### src/rtl/s1_pkg.sv
// Shared types and constants for the S1 selection encoder.
package s1_pkg;

    localparam int unsigned SEL_W = 2;

    typedef enum logic [1:0] {BROWSE, CONFIRM, WAIT_ACK, LOCKED} s1_state_t;

    typedef enum logic [SEL_W-1:0] {OPT_0, OPT_1, OPT_2, OPT_3} s1_code_t;

    // Step the selection code, wrapping at the last legal option.
    function automatic logic [SEL_W-1:0] next_code(input logic [SEL_W-1:0] code,
                                                   input int unsigned      num_opts);
        if (32'(code) + 32'd1 >= num_opts)
            return OPT_0;
        return code + 2'd1;
    endfunction

endpackage

### src/rtl/s1_debounce.sv
// Two-flop synchronizer, consecutive-sample debouncer and press (rise) pulse
// for one raw panel button.
module s1_debounce #(
    parameter int unsigned DEBOUNCE_CYCLES = 4
) (
    input  logic clock,
    input  logic reset,
    input  logic i_raw,
    output logic o_level,
    output logic o_rise
);

    logic       r_sync1;
    logic       r_sync2;
    logic       r_level;
    logic       r_level_d;
    logic [7:0] r_cnt;

    always_ff @(posedge clock) begin
        if (reset) begin
            r_sync1   <= 1'b0;
            r_sync2   <= 1'b0;
            r_level   <= 1'b0;
            r_level_d <= 1'b0;
            r_cnt     <= '0;
        end else begin
            r_sync1   <= i_raw;
            r_sync2   <= r_sync1;
            r_level_d <= r_level;
            // Any sample agreeing with the accepted level restarts the run.
            if (r_sync2 != r_level) begin
                if (r_cnt == 8'(DEBOUNCE_CYCLES - 1)) begin
                    r_level <= r_sync2;
                    r_cnt   <= '0;
                end else begin
                    r_cnt <= r_cnt + 8'd1;
                end
            end else begin
                r_cnt <= '0;
            end
        end
    end

    assign o_level = r_level;
    assign o_rise  = r_level & ~r_level_d;

endmodule

### src/rtl/s1_select_encoder.sv
// NEXT/OK panel buttons to 2-bit S1 selection code with confirm pulse and
// brew lock. Optional NEXT auto-repeat: define S1_AUTOREPEAT_EN.
module s1_select_encoder
    import s1_pkg::*;
#(
    parameter int unsigned DEBOUNCE_CYCLES = 4,
    parameter int unsigned NUM_OPTIONS     = 4,
    parameter int unsigned REPEAT_CYCLES   = 16
) (
    input  logic             clock,
    input  logic             reset,
    input  logic             btn_next,
    input  logic             btn_ok,
    input  logic             busy,
    output logic             saida1Contador,
    output logic             saida2Contador,
    output logic             sel_valid,
    output logic [SEL_W-1:0] sel_code
);

    if (DEBOUNCE_CYCLES == 0 || DEBOUNCE_CYCLES > 255 || NUM_OPTIONS < 2 ||
        NUM_OPTIONS > 4 || REPEAT_CYCLES == 0 || REPEAT_CYCLES > 65535) begin : g_bad_cfg
        $error("s1_select_encoder: parameter out of range");
    end

    s1_state_t        r_state;
    s1_state_t        w_state_next;
    logic [SEL_W-1:0] r_code;
    logic [SEL_W-1:0] w_code_next;
    logic             w_next_level;
    logic             w_next_rise;
    logic             w_next_evt;
    logic             w_ok_rise;
    logic             w_unused_ok_level;

    s1_debounce #(.DEBOUNCE_CYCLES(DEBOUNCE_CYCLES)) u_db_next (
        .clock   (clock),
        .reset   (reset),
        .i_raw   (btn_next),
        .o_level (w_next_level),
        .o_rise  (w_next_rise)
    );

    s1_debounce #(.DEBOUNCE_CYCLES(DEBOUNCE_CYCLES)) u_db_ok (
        .clock   (clock),
        .reset   (reset),
        .i_raw   (btn_ok),
        .o_level (w_unused_ok_level),
        .o_rise  (w_ok_rise)
    );

`ifdef S1_AUTOREPEAT_EN
    logic [15:0] r_rpt_cnt;
    logic        w_rpt_fire;

    // Counter is 0 in the press-event cycle, so the first repeat lands
    // REPEAT_CYCLES later; reloading with 1 keeps the same period after that.
    assign w_rpt_fire = w_next_level && (r_rpt_cnt == 16'(REPEAT_CYCLES));
    assign w_next_evt = w_next_rise | w_rpt_fire;

    always_ff @(posedge clock) begin
        if (reset || !w_next_level || r_state != BROWSE)
            r_rpt_cnt <= '0;
        else if (w_rpt_fire)
            r_rpt_cnt <= 16'd1;
        else
            r_rpt_cnt <= r_rpt_cnt + 16'd1;
    end
`else
    logic w_unused_next_level;

    assign w_unused_next_level = w_next_level;
    assign w_next_evt          = w_next_rise;
`endif

    always_comb begin
        w_state_next = r_state;
        w_code_next  = r_code;
        sel_valid    = 1'b0;
        sel_code     = '0;
        case (r_state)
            BROWSE: begin
                if (w_ok_rise)
                    w_state_next = CONFIRM;
                else if (w_next_evt)
                    w_code_next = next_code(r_code, NUM_OPTIONS);
            end
            CONFIRM: begin
                sel_valid    = 1'b1;
                sel_code     = r_code;
                w_state_next = WAIT_ACK;
            end
            WAIT_ACK: if (busy) w_state_next = LOCKED;
            LOCKED:   if (!busy) w_state_next = BROWSE;
            default:  w_state_next = BROWSE;
        endcase
    end

    always_ff @(posedge clock) begin
        if (reset) begin
            r_state <= BROWSE;
            r_code  <= OPT_0;
        end else begin
            r_state <= w_state_next;
            r_code  <= w_code_next;
        end
    end

    assign saida1Contador = r_code[1];
    assign saida2Contador = r_code[0];

endmodule

### config.mk
export PLATFORM = sky130hd
export DESIGN_NAME = s1_select_encoder
export DESIGN_NICKNAME = d
export VERILOG_FILES = /design/src/rtl/s1_pkg.sv /design/src/rtl/s1_debounce.sv /design/src/rtl/s1_select_encoder.sv
export SDC_FILE = /design/constraint.sdc
export NUM_CORES = 1
export LEC_CHECK = 0
export CORE_MARGIN = 2
export CORE_UTILIZATION = 35
export CTS_CLUSTER_SIZE = 28
export DETAILED_ROUTE_END_ITERATION = 16
export PLACE_DENSITY_LB_ADDON = 0.25
export RECOVER_POWER = 25
export SYNTH_ARGS = -nofsm -noshare
export SYNTH_HDL_FRONTEND = slang
export SYNTH_SLANG_ARGS = --single-unit
export TNS_END_PERCENT = 30
### constraint.sdc
create_clock -name clock -period 1.9 [get_ports clock]
set_input_delay 0.19 -clock clock [delete_from_list [all_inputs] [get_ports clock]]
set_output_delay 0.19 -clock clock [all_outputs]
set_load 0.05 [all_outputs]
==> Yosys cells after proc, flatten, opt, wreduce, memory -nomap -nowiden <==
Cells that the tools add are included.
{ "totals": {"register_bits": 28, "out_inout_bits": 5, "elab_cells": 53} }
{ "classes": {"add_sub_neg": 4, "order_cmp": 1, "eq_ne": 10, "muxes": 12, "bitwise_logic": 7, "reduce_logical": 7} }
{ "ops": {"columns": ["cell", "count"], "rows": [
  ["adder 8 x 1 -> 8 bit, second input constant", 2],
  ["equality test 8 x 2 -> 1 bit, second input constant", 2],
  ["2-to-1 mux 2 bit", 6],
  ["one-hot mux 2 bit (4 select lines)", 1],
  ["AND reduction 3 bit", 2],
  ["OR reduction 3 bit", 2],
  ["2-to-1 mux 1 bit", 5],
  ["inverter 1 bit", 5],
  ["equality test 2 bit, second input constant", 2],
  ["inequality test 2 bit, second input constant", 2],
  ["AND reduction 2 bit", 2],
  ["adder 2 x 1 -> 3 bit, second input constant", 1],
  ["greater-or-equal comparator 3 bit, second input constant", 1],
  ["adder 2 x 1 -> 2 bit, second input constant", 1],
  ["bitwise AND 1 bit", 2],
  ["equality test 2 x 1 -> 1 bit, second input constant", 1],
  ["zero test 2 bit", 1],
  ["inequality test 1 bit", 2],
  ["inequality test 2 x 1 -> 1 bit, second input constant", 1]
]} }

==> Logic depth before layout (Yosys ltp) <==
Gate-level depths: netlist of run 1.
{ "depth": {"word_depth": 7, "depth_mapped": 6, "depth_no_buf": 6} }

==> Cells and area by module <==
A second synthesis of run 1 with hierarchy kept.
{ "hier_totals": {"cells_unflattened": 127, "area_unflattened_um2": 1204.9} }
{ "by_module_without_submodules": {"columns": ["module", "instances", "cells_each", "area_per_inst_um2", "seq_area_each_um2"], "rows": [
  ["s1_debounce", 2, 50, 469.2, 240.2],
  ["s1_select_encoder", 1, 27, 266.5, 80.1]
]} }

==> Least setup slack after synthesis of run 1 <==
OpenSTA, ideal clock, no wires.
{ "synth_timing": {"path_type": "reg-to-output", "startpoint": "register r_state[1]", "endpoint": "output port sel_code[0]", "t_arrival_ps": 1385, "slack_ps": 325, "stages_incl_launch_ff": 4, "path_buffers": 0, "path_cell_list": "dfxtp_1 -> inv_1 -> ha_1 -> and2_1"} }
{ "synth_between": {"elab_chain_len": 2} }
{ "synth_rtl": {"columns": ["element", "line", "rtl"], "rows": [
  ["start: declaration", "s1_select_encoder.sv:26", "s1_state_t r_state;"],
  ["start signal: assignment", "s1_select_encoder.sv:104", "r_state <= w_state_next;"],
  ["equality test 2 x 1 -> 1 bit", "s1_select_encoder.sv:81", "case (r_state)"],
  ["2-to-1 mux 2 bit", "s1_select_encoder.sv:81", null],
  ["end: declaration", "s1_select_encoder.sv:18", "output logic [SEL_W-1:0] sel_code"]
]} }
No other way between the ends.

==> Worst setup path after layout of run 1 <==
{ "layout_timing": {"startpoint": "register r_code[0]", "endpoint": "output port saida2Contador"} }
{ "layout_rtl": {"columns": ["element", "line", "rtl"], "rows": [
  ["start: declaration", "s1_select_encoder.sv:28", "logic [SEL_W-1:0] r_code;"],
  ["start signal: assignment", "s1_select_encoder.sv:105", "r_code <= w_code_next;"],
  ["end: declaration", "s1_select_encoder.sv:16", "output logic saida2Contador,"]
]} }
No word-level cell between the ends.

==> results.json, run 1 <==
{
  "ys_seq_area_share_pct": 46.4,
  "vias_per_cell": 4.56,
  "fin_crit_sh_pct": 92.2,
  "drc": 0,
  "avgSynthCellArea_sq_um": 9.74,
  "yosys_warnings": 0,
  "syn_area_sq_um": 1210,
  "slowest_delay_ns": 0.82,
  "antenna_found_initial": 0,
  "arrival_ns": 1.56,
  "fin_skew_ns": 0.00655,
  "max_freq_mhz": 571,
  "drt_iter0_drc": 26,
  "synthCells": 124,
  "n_antenna_cell": 0,
  "leakagePower_nw": 0.503,
  "io_pins": 10,
  "synth.largest_area_cell": "dfxtp_1",
  "hold_violations": 0,
  "clkTransAtPathRegs_ns": 0.15,
  "finalSetupTns_ns": 0,
  "r2r-start": "r_state[0]$_SDFFE_PP0P_",
  "timing.final.setup_violations": 0,
  "cts_buffer_depth": 2,
  "nets": 151,
  "status": "complete, no violations",
  "path_depth": 1,
  "grt-ovfl-total": 0,
  "maxCapViolations": 0,
  "critPathRequiredTime_ns": 1.71,
  "die_area_sq_um": 3940,
  "path_cells": "clkdlybuf4s50_1",
  "grt_pass1_vias": 825,
  "critPathSlowestCell": "clkdlybuf4s50_1",
  "antenna_left": 0,
  "cts.repair.resized": 0,
  "final_util_pct": 41.4,
  "worst-path-buf-inv": 1,
  "ys_seq_elements": 28,
  "drive_gt1_share_pct": 8.76,
  "hold_depth": 2,
  "firstDrtPassIters": 4,
  "wl_um": 1850,
  "rsz0062_at_grt": "false",
  "grtUsageTotal_pct": 11.0,
  "grt_start_max_net_pins": 17,
  "rows": 21,
  "cts_root_buf": "clkbuf_4",
  "worstSetupPathType": "reg -> out",
  "cts_max_level": 1,
  "synth_area_leaders": "dfxtp_1 (46%), ha_1 (8.3%), nor2_1 (7.5%)",
  "start_util_pct": 36.2,
  "yosysTopAreaCellShare_pct": 46.4,
  "crit_fanout": 5,
  "gp_congestion": 0.710,
  "die-height_um": 62.7,
  "reg2reg_to": "r_state[1]$_SDFFE_PP0P_",
  "area_growth_pct": 14.3,
  "worst_slew_pin_slew_ns": 0.499,
  "die_x_um": 62.7,
  "period_needed_ns": 1.75,
  "end_kind": "output port",
  "cts_made_buffers": 3,
  "endpoint": "saida2Contador",
  "num_vias": 835,
  "hp-class": "in -> reg",
  "critPathLaunchType": "flip-flop",
  "startpoint": "r_code[0]$_SDFFE_PP0P_",
  "yosysUniqueCellTypes": 27,
  "clock_latency_ns": 0.33,
  "slew_headroom_pct": 66.6,
  "core_region_area_sq_um": 3340,
  "drv_slew": 0,
  "crit_family": "buffers and inverters",
  "wl_per_cell_um": 10.1,
  "detailed_place_hpwl_um": 1430,
  "cts_hold_buf": 0,
  "cts_tree": "yes",
  "numPortBuffers": 9,
  "syn-num-nets": 137,
  "cts.sinks": 28,
  "cts_setup_buffers": 0,
  "powerDensity_nw_per_um2": 897,
  "place_inst": 179,
  "ir_worst_vdd_uv": 475,
  "grt_pass1_wl_um": 3420,
  "r2r_cells": 6,
  "r2r_slack_ns": 0.40,
  "stdcell_count": 183,
  "n_fill_cell": 353
}
## cells by family (layout without fill, tap and decap cells)
logic type / after synthesis / after routing / synth area share (%)
DFF: 28 / 28 / 46.4
AOI/OAI and AO/OA: 7 / 7 / 5.28
adders and majority gates: 8 / 8 / 8.29
xor gates and xnor gates: 12 / 12 / 8.70
and+or+nand+nor: 61 / 61 / 26.1
muxes: 4 / 4 / 3.32
buffers and inverters: 4 / 17 / 1.87
## cell usage after synthesis
library cell / n
a21oi_1: 3
nor2b_1: 6
nor2_1: 24
xor2_1: 5
nor4_1: 1
nand2_1: 8
mux2i_1: 4
nor2b_2: 1
nand3_1: 7
a211oi_2: 1
and3_1: 1
nand3_2: 1
ha_1: 8
nand2b_1: 1
nand2b_4: 1
nor4_2: 1
nor3_1: 2
nand2b_2: 1
or3_1: 3
nand4b_1: 1
buf_6: 1
dfxtp_1: 28
and2_1: 2
a221oi_4: 1
o21ai_0: 2
inv_1: 3
xnor2_1: 7
## cell type report
cell class	count	area [sq um]	share of cell area, %
Multi-Input combinational cell	92	612	44.3
Clock buffer	3	22.5	1.63
Timing Repair Buffer	10	86.3	6.26
Inverter	3	11.3	0.816
Tap cell	46	57.6	4.17
Clock inverter	1	30.0	2.18
Sequential cell	28	561	40.6
## where the power goes
| group | switching, W | internal [W] | leakage [nW] |
|---|---|---|---|
| Combinational | 0.000131 | 0.0000951 | 0.248 |
| Sequential | 0.0000164 | 0.000606 | 0.227 |
| Clock | 0.000177 | 0.000214 | 0.0279 |
## through the flow
stage	cell area, sq um	setup slack, ns	hold WS, ns	total power [W]
floorplan	1210	0.325	0.262	0.000812
global placement	1340	0.461	0.418	0.000850
detailed placement	1340	0.406	0.427	0.000865
CTS	1400	0.124	0.371	0.00126
global route	1380	0.0814	0.375	0.00130
finish	1380	0.149	0.388	0.00124
## routing by layer
layer	up-vias	GRT usage (%)	routed length (um)	part of all wire, %
li1	436	-	-	-
met1	389	12.7	876	47
met2	6	18.5	893	48
met3	4	2.70	45	2.4
met4	0	6.67	32	1.7
met5	-	0	0	0
## registers in the layout, indices dropped and copies added (netlist names)
register and count:
u_db_ok.r_level_d 1, u_db_next.o_level 1, u_db_next.r_sync2 1, u_db_ok.o_level 1, u_db_next.r_sync1 1, u_db_ok.r_cnt 8, u_db_next.r_level_d 1, u_db_next.r_cnt 8
u_db_ok.r_sync2 1, r_state 2, r_code 2, u_db_ok.r_sync1 1
## cell usage in the layout, fill, tap and decap left out, types with 4 or more instances in the layout
master and instances:
xnor2_1 7, xor2_1 5, dfxtp_1 28, mux2i_1 4, nor2_1 24, nor2b_1 6
nand2_1 8, clkdlybuf4s50_1 5, nand3_1 8, ha_1 8
## how the worst min path moves through the flow
stage,start,to
CTS,btn_ok,u_db_ok.r_sync1$_SDFF_PP0_
floorplan,reset,u_db_next.r_sync1$_SDFF_PP0_
global placement,u_db_next.r_sync1$_SDFF_PP0_,u_db_next.r_sync2$_SDFF_PP0_
global route,btn_next,u_db_next.r_sync1$_SDFF_PP0_
detailed placement,u_db_ok.r_sync1$_SDFF_PP0_,u_db_ok.r_sync2$_SDFF_PP0_
finish,btn_ok,u_db_ok.r_sync1$_SDFF_PP0_
Note: power is estimated with default switching activity, not from simulation.
==> run 2: changes to the inputs <==
--- a/config.mk
+++ b/config.mk
@@ -7,10 +7,12 @@
 export LEC_CHECK = 0
 export CORE_MARGIN = 2
 export CORE_UTILIZATION = 35
+export CTS_BUF_LIST = sky130_fd_sc_hd__clkbuf_8
 export CTS_CLUSTER_SIZE = 28
 export DETAILED_ROUTE_END_ITERATION = 16
 export PLACE_DENSITY_LB_ADDON = 0.25
 export RECOVER_POWER = 25
+export SLEW_MARGIN = 20
 export SYNTH_ARGS = -nofsm -noshare
 export SYNTH_HDL_FRONTEND = slang
 export SYNTH_SLANG_ARGS = --single-unit
==> results.json, run 2 (synthesis results as in run 1) <==
{
  "hold_ws_ns": 0.447,
  "wl_per_cell_um": 9.84,
  "numPortBuffers": 9,
  "fin_area_sq_um": 1400,
  "power_switching_w": 0.000324,
  "rows": 21,
  "detailed_place_hpwl_um": 1430,
  "cts_made_buffers": 3,
  "cts_hold_buf": 0,
  "grtUsageTotal_pct": 10.5,
  "rsz0062_at_grt": "false",
  "use_met2_pct": 18.1,
  "clock_latency_ns": 0.27,
  "grt_start_max_net_pins": 17,
  "max_freq_mhz": 599,
  "critPathSlowestCell": "clkdlybuf4s50_1",
  "grt_pass1_wl_um": 3350,
  "nets": 151,
  "dpl-instance-area_sq_um": 1340,
  "die-height_um": 62.7,
  "arrival_ns": 1.48,
  "final_util_pct": 41.9,
  "period_needed_ns": 1.67,
  "io_pins": 10,
  "vias_per_cell": 4.51,
  "wl_um": 1800,
  "met1_usage_pct": 12.4,
  "worstSetupPathType": "reg -> out",
  "drive_gt1_share_pct": 8.76,
  "worst-path-buf-inv": 1,
  "clkTransAtPathRegs_ns": 0.09,
  "drv_slew": 0,
  "timing.final.setup_violations": 0,
  "die_x_um": 62.7,
  "grt_pass1_vias": 822,
  "antenna_found_initial": 0,
  "clkPwrFrac_pct": 35.1,
  "num_vias": 825,
  "final_cell_mix": "dfxtp_1 (28), nor2_1 (24), nand3_1 (8), nand2_1 (8), ha_1 (8)",
  "cts.sinks": 28,
  "cts_root_buf": "clkbuf_8",
  "cts_setup_buffers": 0,
  "core_region_area_sq_um": 3340,
  "fin_crit_sh_pct": 87.9,
  "final_common_cell": "dfxtp_1",
  "critPathRequiredTime_ns": 1.71,
  "cts_tree": "yes",
  "status": "complete, no violations",
  "p_sw_share_pct": 24.8,
  "met3_usage_pct": 2.16,
  "end_kind": "output port",
  "crit_family": "buffers and inverters",
  "drt_iter0_drc": 26,
  "grt-busiest-layer": "met2",
  "maxCapViolations": 0,
  "cts_buffer_depth": 2,
  "start_util_pct": 36.2,
  "critPathLaunchType": "flip-flop",
  "grt-ovfl-total": 0,
  "hold_violations": 0,
  "drc": 0,
  "worst_slew_pin_slew_ns": 0.498,
  "multi_input_comb_area_sq_um": 612,
  "hp-class": "reg -> reg",
  "area_growth_pct": 15.9,
  "cts.repair.resized": 0,
  "fin_skew_ns": 0.00536,
  "gp_congestion": 0.710,
  "reg_top3": "u_db_next.r_cnt x8, u_db_ok.r_cnt x8",
  "path_cells": "clkdlybuf4s50_1",
  "firstDrtPassIters": 4,
  "cts_max_level": 1,
  "n_antenna_cell": 0,
  "power_frac_comb_pct": 17.3,
  "regArea_sq_um": 561,
  "internal-power_w": 0.000982,
  "power_frac_seq_pct": 47.6,
  "die_area_sq_um": 3940,
  "finalSetupTns_ns": 0,
  "ir_worst_vdd_uv": 537,
  "n_fill_cell": 347,
  "crit_fanout": 5,
  "powerDensity_nw_per_um2": 934,
  "slowest_delay_ns": 0.82,
  "slew_headroom_pct": 66.7,
  "leakagePower_nw": 0.510,
  "antenna_left": 0
}
==> run 2: cell counts in the layout (fill, tap and decap cells not counted) <==
No cell type changed its count.
==> run 2: worst paths after layout <==
check	from	end	slack [ns]	cells past startpoint
setup reg to reg	r_state[0]$_SDFFE_PP0P_	r_state[1]$_SDFFE_PP0P_	0.41	6
hold / removal	u_db_ok.r_sync1$_SDFF_PP0_	u_db_ok.r_sync2$_SDFF_PP0_	0.45	1
setup / recovery	r_code[0]$_SDFFE_PP0P_	saida2Contador	0.23	1
hold reg to reg	u_db_ok.r_sync1$_SDFF_PP0_	u_db_ok.r_sync2$_SDFF_PP0_	0.45	1
==> run 2: worst reg2reg max path: cells and delay by family, from the launching register on <==
family / cells / cell delay (ns)
compound gates: 1 / 0.26
buf+inv: 1 / 0.10
flops: 1 / 0.39
mux: 1 / 0.22
fa+ha+maj: 1 / 0.21
simple gates: 2 / 0.21
==> run 2: through the flow <==
step / cells / setup WS, ns / total power (W)
after floorplan: 124 / 0.325 / 0.000812
after global placement: 179 / 0.461 / 0.000850
after detailed placement: 179 / 0.406 / 0.000865
after CTS: 183 / 0.211 / 0.00133
after global routing: 183 / 0.178 / 0.00137
final: 183 / 0.231 / 0.00131
==> run 2: layout make-up <==
cell class | count | area share [%]
clock buffers | 3 | 2.95
clock inverters | 1 | 2.15
inverters | 3 | 0.805
multi-input cells | 92 | 43.7
flip-flops and latches | 28 | 40.1
well taps | 46 | 4.11
repair buffers | 10 | 6.17
==> run 2: per-layer routing <==
layer  up-vias  share of wire (%)
met5         -                  0
met4         0               0.94
met3         2                1.8
met2         4                 50
met1       383                 48
li1        436                  -
==> run 2: power by group through the flow <==
stage          registers, W  logic (W)  clock network (W)
2_1_floorplan      0.000632   0.000180                  0
3_3_place_gp       0.000633   0.000217                  0
3_5_place_dp       0.000635   0.000230                  0
4_1_cts            0.000621   0.000230           0.000476
5_1_grt            0.000625   0.000244           0.000501
6_report           0.000621   0.000227           0.000458
==> run 3: changes to the inputs <==
--- a/config.mk
+++ b/config.mk
@@ -5,6 +5,7 @@
 export SDC_FILE = /design/constraint.sdc
 export NUM_CORES = 1
 export LEC_CHECK = 0
+export CAP_MARGIN = 10
 export CORE_MARGIN = 2
 export CORE_UTILIZATION = 35
 export CTS_BUF_LIST = sky130_fd_sc_hd__clkbuf_8
==> constraint.sdc (replaced) <==
create_clock -name clock -period 1.85 [get_ports clock]
set_input_delay 0.185 -clock clock [delete_from_list [all_inputs] [get_ports clock]]
set_output_delay 0.185 -clock clock [all_outputs]
set_load 0.05 [all_outputs]
==> results.json, run 3 (synthesis results as in run 1) <==
{
  "crit_family": "buffers and inverters",
  "maxCapViolations": 0,
  "crit_fanout": 5,
  "ir_worst_vdd_uv": 446,
  "n_antenna_cell": 0,
  "firstDrtPassIters": 3,
  "power_frac_comb_pct": 18.4,
  "grt_pass1_wl_um": 3330,
  "io_pins": 10,
  "power_frac_seq_pct": 51.8,
  "fin_ws_ns": 0.182,
  "drive_gt1_share_pct": 9.49,
  "grt_start_max_net_pins": 16,
  "worstSetupPathType": "reg -> out",
  "area_growth_pct": 15.1,
  "numPortBuffers": 9,
  "grt-ovfl-total": 0,
  "p_sw_share_pct": 26.4,
  "drt_iter0_drc": 20,
  "stdcell_count": 183,
  "place_ws_ns": 0.344,
  "place_inst": 179,
  "critPathRequiredTime_ns": 1.66,
  "powerDensity_nw_per_um2": 888,
  "end_kind": "output port",
  "grt_pass1_vias": 791,
  "cts.sinks": 28,
  "antenna_found_initial": 0,
  "arrival_ns": 1.48,
  "internal-power_w": 0.000909,
  "path_cells": "clkdlybuf4s50_1",
  "leakagePower_nw": 0.514,
  "timing.final.setup_violations": 0,
  "slowest_delay_ns": 0.83,
  "die-height_um": 62.7,
  "cts_root_buf": "clkbuf_8",
  "drc": 0,
  "slew_headroom_pct": 66.6,
  "finalSetupTns_ns": 0,
  "worst_slew_pin_slew_ns": 0.500,
  "period_needed_ns": 1.67,
  "max_freq_mhz": 600,
  "core_region_area_sq_um": 3340,
  "critPathSlowestCell": "clkdlybuf4s50_1",
  "cts_hold_buf": 0,
  "die_x_um": 62.7,
  "rsz0062_at_grt": "false",
  "cts_max_level": 1,
  "detailed_place_hpwl_um": 1440,
  "rows": 21,
  "nets": 151,
  "fin_crit_sh_pct": 90.2,
  "clkPwrFrac_pct": 29.8,
  "antenna_left": 0,
  "status": "complete, no violations",
  "num_vias": 821,
  "hp-class": "reg -> reg",
  "reg_top3": "u_db_next.r_cnt x8, u_db_ok.r_cnt x8",
  "die_area_sq_um": 3940,
  "final_util_pct": 41.7,
  "critPathLaunchType": "flip-flop",
  "cts_tree": "yes",
  "cts_made_buffers": 3,
  "drv_slew": 0,
  "final_cell_mix": "dfxtp_1 (28), nor2_1 (24), nand3_1 (8), nand2_1 (8), ha_1 (8)",
  "clock_latency_ns": 0.27,
  "vias_per_cell": 4.49,
  "clkTransAtPathRegs_ns": 0.09,
  "hold_violations": 0,
  "cts_setup_buffers": 0,
  "final_common_cell": "dfxtp_1",
  "fin_skew_ns": 0.00350,
  "power_switching_w": 0.000325,
  "start_util_pct": 36.2,
  "worst-path-buf-inv": 1,
  "wl_um": 1810,
  "gp_congestion": 0.708,
  "wl_per_cell_um": 9.90,
  "cts_buffer_depth": 2,
  "grtUsageTotal_pct": 10.8,
  "cts.repair.resized": 0
}
==> run 3: final cells by class <==
class	count	area [sq um]
clock buffer	4	55.1
fill	359	1950
inverter	3	11.3
multi-input combinational	92	619
sequential	28	561
tap	46	57.6
timing repair buffer	10	86.3
==> run 3: through the flow <==
stage               power [W]  hold slack (ns)  cell area (sq um)
floorplan            0.000833            0.257               1210
finish                0.00123            0.448               1390
global placement     0.000871            0.419               1340
CTS                   0.00126            0.452               1400
detailed placement   0.000887            0.432               1340
global route          0.00131            0.453               1390
==> run 3: final timing paths <==
check / start / slack [ns] / cells after the start / endpoint
setup / recovery: r_code[0]$_SDFFE_PP0P_ / 0.18 / 1 / saida2Contador
hold / removal: u_db_ok.r_sync1$_SDFF_PP0_ / 0.45 / 1 / u_db_ok.r_sync2$_SDFF_PP0_
setup reg to reg: r_state[0]$_SDFFE_PP0P_ / 0.34 / 6 / r_state[1]$_SDFFE_PP0P_
hold reg to reg: u_db_ok.r_sync1$_SDFF_PP0_ / 0.45 / 1 / u_db_ok.r_sync2$_SDFF_PP0_
==> run 3: power by group through the flow <==
stage	Sequential [W]	Clock [W]	Combinational (W)
3_5_place_dp	0.000654	0	0.000233
5_1_grt	0.000642	0.000418	0.000249
6_report	0.000639	0.000368	0.000227
2_1_floorplan	0.000649	0	0.000185
4_1_cts	0.000639	0.000386	0.000233
3_3_place_gp	0.000650	0	0.000221
==> run 3: per-layer routing <==
metal  track usage (%)  up-vias  part of all wire, %
li1                  -      435                    -
met1              13.1      374                   45
met2              17.5        7                   49
met3              2.70        5                  2.9
met4              5.83        0                  2.4
met5                 0        -                    0
==> RTL edit, RTL diff (config.mk and constraints of run 1) <==
The option `S1_AUTOREPEAT_EN` is turned on by a define.
--- a/src/rtl/s1_select_encoder.sv
+++ b/src/rtl/s1_select_encoder.sv
@@ -2,2 +2,4 @@
 // brew lock. Optional NEXT auto-repeat: define S1_AUTOREPEAT_EN.
+`define S1_AUTOREPEAT_EN
+
 module s1_select_encoder
Formal check against the unedited RTL: same outputs for any inputs over 10 cycles, from zero or initial values and one cycle with reset high; that may be too few to reach the edited logic, so the function may still have changed.
==> RTL edit against run 1 <==
- design area up 63%
- first-iteration DRC count rose to 2.7 times the old value
- via count up 75%
- setup slack improved by 21 ps
- area after synthesis grew 65%
- die area increased by 61%
- global-route usage increased by 1.2 points
- sequential cell count is 16 higher
- power is 43% higher
- routed wire length grew 85%
- critical endpoint unchanged
==> RTL edit: results (changes against run 1) <==
* Status: finished, final reports clean
* Nets at 242 (+60%)
* Worst Clk Skew at 5.91 ps (-0.640 ps)
* Routed wl met3 at 156 um (+250%)
* Slowest cell on crit path: clkdlybuf4s50_1
* Vias at 1464 (+75%)
* First-pass GRT wire length at 6090 um (+78%)
* Leakage at 0.771 nW (+53%)
* # fillers at 547 (+55%)
* Post-CTS setup buffers at 0 (unchanged)
* Vias in the first global route at 1339 (+62%)
* Port buffer count at 9 (unchanged)
* Metal1 wirelength at 1740 um (+98%)
* Fraction of layout cells with a size suffix above 1 at 0.0837 (-0.00389)
* CTS clk-pin slew, worst paths at 80 ps (-70 ps)
* Area contributors post-synth: dfxtp_1 (44%), xor2_1 (7.5%), nor2_1 (6.4%)
* FF-to-FF Start: r_rpt_cnt[0]
* DRT Pass-1 Iters at 4 (unchanged)
* Drt first-iter violations at 70 (+170%)
* Clk Tree Root Cell: clkbuf_8
* Yosys Warn Count at 0 (unchanged)
* Hold Path Class: reg2reg
* Cts bufs inserted at 5 (+2)
* Synth cell types at 37 (+37%)
* CP Max Fanout at 5 (unchanged)
* Clock network latency to the later pin of the worst-skew pair at 290 ps (-40 ps)
* Most frequent cells after synthesis: dfxtp_1 (44), nor2_1 (34), nand3_1 (17), xor2_1 (17), nand2_1 (11)
* Post-synth ARST share at 0 (unchanged)
* Crit path from: r_code[0]
* Hold depth at 1 (-1)
* Top Layer Used: met4
* VDD IR-drop max at 505 uV (+6.5%)
* Hold_sp: u_db_next.r_sync1
* Met2 wire len at 1450 um (+62%)
* H-tree depth at 2 (+1)
* PostCTS Resize Cnt at 0 (unchanged)
* CTS Buffer Depth at 2 (unchanged)
* Worst reg2reg path depth at 7 (+1)
* N_diodes at 0 (unchanged)
* Initial antenna violation count at 0 (unchanged)
* CP max stage delay at 840 ps (+20 ps)
* Drt total wl at 3410 um (+85%)
* Post-DP HPWL at 2440 um (+70%)
* Family with the most delay on the worst path: buffers and inverters
* Largest net degree at the start of global routing at 16 (-1)
* Net Count, Synth at 227 (+66%)
* Worst path arrival time at 1540 ps (-20 ps)
* Gp weighted congestion at 0.807 (+14%)
* Register area share after synthesis at 0.442 (-0.0226)
* Slew headroom at 0.610 (-0.0559)
* Place WS at 281 ps (-125 ps)
* GR Util All Layers at 0.122 (+0.0120)
* Top Registers: r_rpt_cnt x16, u_db_next.r_cnt x8, u_db_ok.r_cnt x8
==> RTL edit: report_power, final <==
part | internal (W) | total, W | switching [W]
registers | 0.000940 | 0.000957 | 0.0000176
logic | 0.0000658 | 0.000191 | 0.000125
clock network | 0.000324 | 0.000619 | 0.000295
total | 0.00133 | 0.00177 | 0.000438
==> RTL edit: per-stage QoR <==
step | utilization | cell area, um2 | instances | hold slack [ps]
2_1_floorplan | - | 1990 | 212 | 262
3_3_place_gp | 0.393 | 2160 | 292 | 415
3_5_place_dp | 0.393 | 2160 | 292 | 421
4_1_cts | 0.410 | 2260 | 299 | 439
5_1_grt | 0.408 | 2240 | 299 | 452
6_report | 0.408 | 2240 | 299 | 439
==> RTL edit: area by class of cell <==
class                      instances  area share
tap                               72      0.0401
inverter                           6      0.0100
clock buffer                       7      0.0429
sequential                        44       0.392
timing repair buffer              13      0.0440
multi-input combinational        157       0.470
==> RTL edit: kinds of logic (layout without fill, tap and decap cells) <==
| logic type | after synthesis | after routing | share of synthesized area |
|---|---|---|---|
| DFF | 44 | 44 | 0.442 |
| xor gates and xnor gates | 27 | 27 | 0.119 |
| muxes | 1 | 1 | 0.00502 |
| AOI/OAI and AO/OA | 12 | 12 | 0.0445 |
| and+or+nand+nor | 107 | 107 | 0.299 |
| buffers and inverters | 11 | 26 | 0.0289 |
| adders and majority gates | 10 | 10 | 0.0627 |
==> RTL edit: routing by layer <==
| metal | up-vias | global-route usage |
|---|---|---|
| met3 | 6 | 0.0339 |
| met5 | - | 0 |
| met4 | 0 | 0.0569 |
| met1 | 677 | 0.163 |
| met2 | 24 | 0.183 |
| li1 | 757 | - |
==> RTL edit: worst reg2reg max path, stage by stage, from the launching register on <==
cell	delay, ps
dfxtp_1	440
inv_1	70
ha_1	190
and4bb_2	240
nand4_1	120
nand3_1	90
clkbuf_2	250
nor2_1	170
==> RTL edit: worst paths after layout <==
| check | end | slack (ps) |
|---|---|---|
| worst max-delay path | saida2Contador | 170 |
| worst min-delay path | u_db_next.r_sync2 | 440 |
| worst max register to register | r_rpt_cnt[11] | 260 |
| worst min register to register | u_db_next.r_sync2 | 440 |
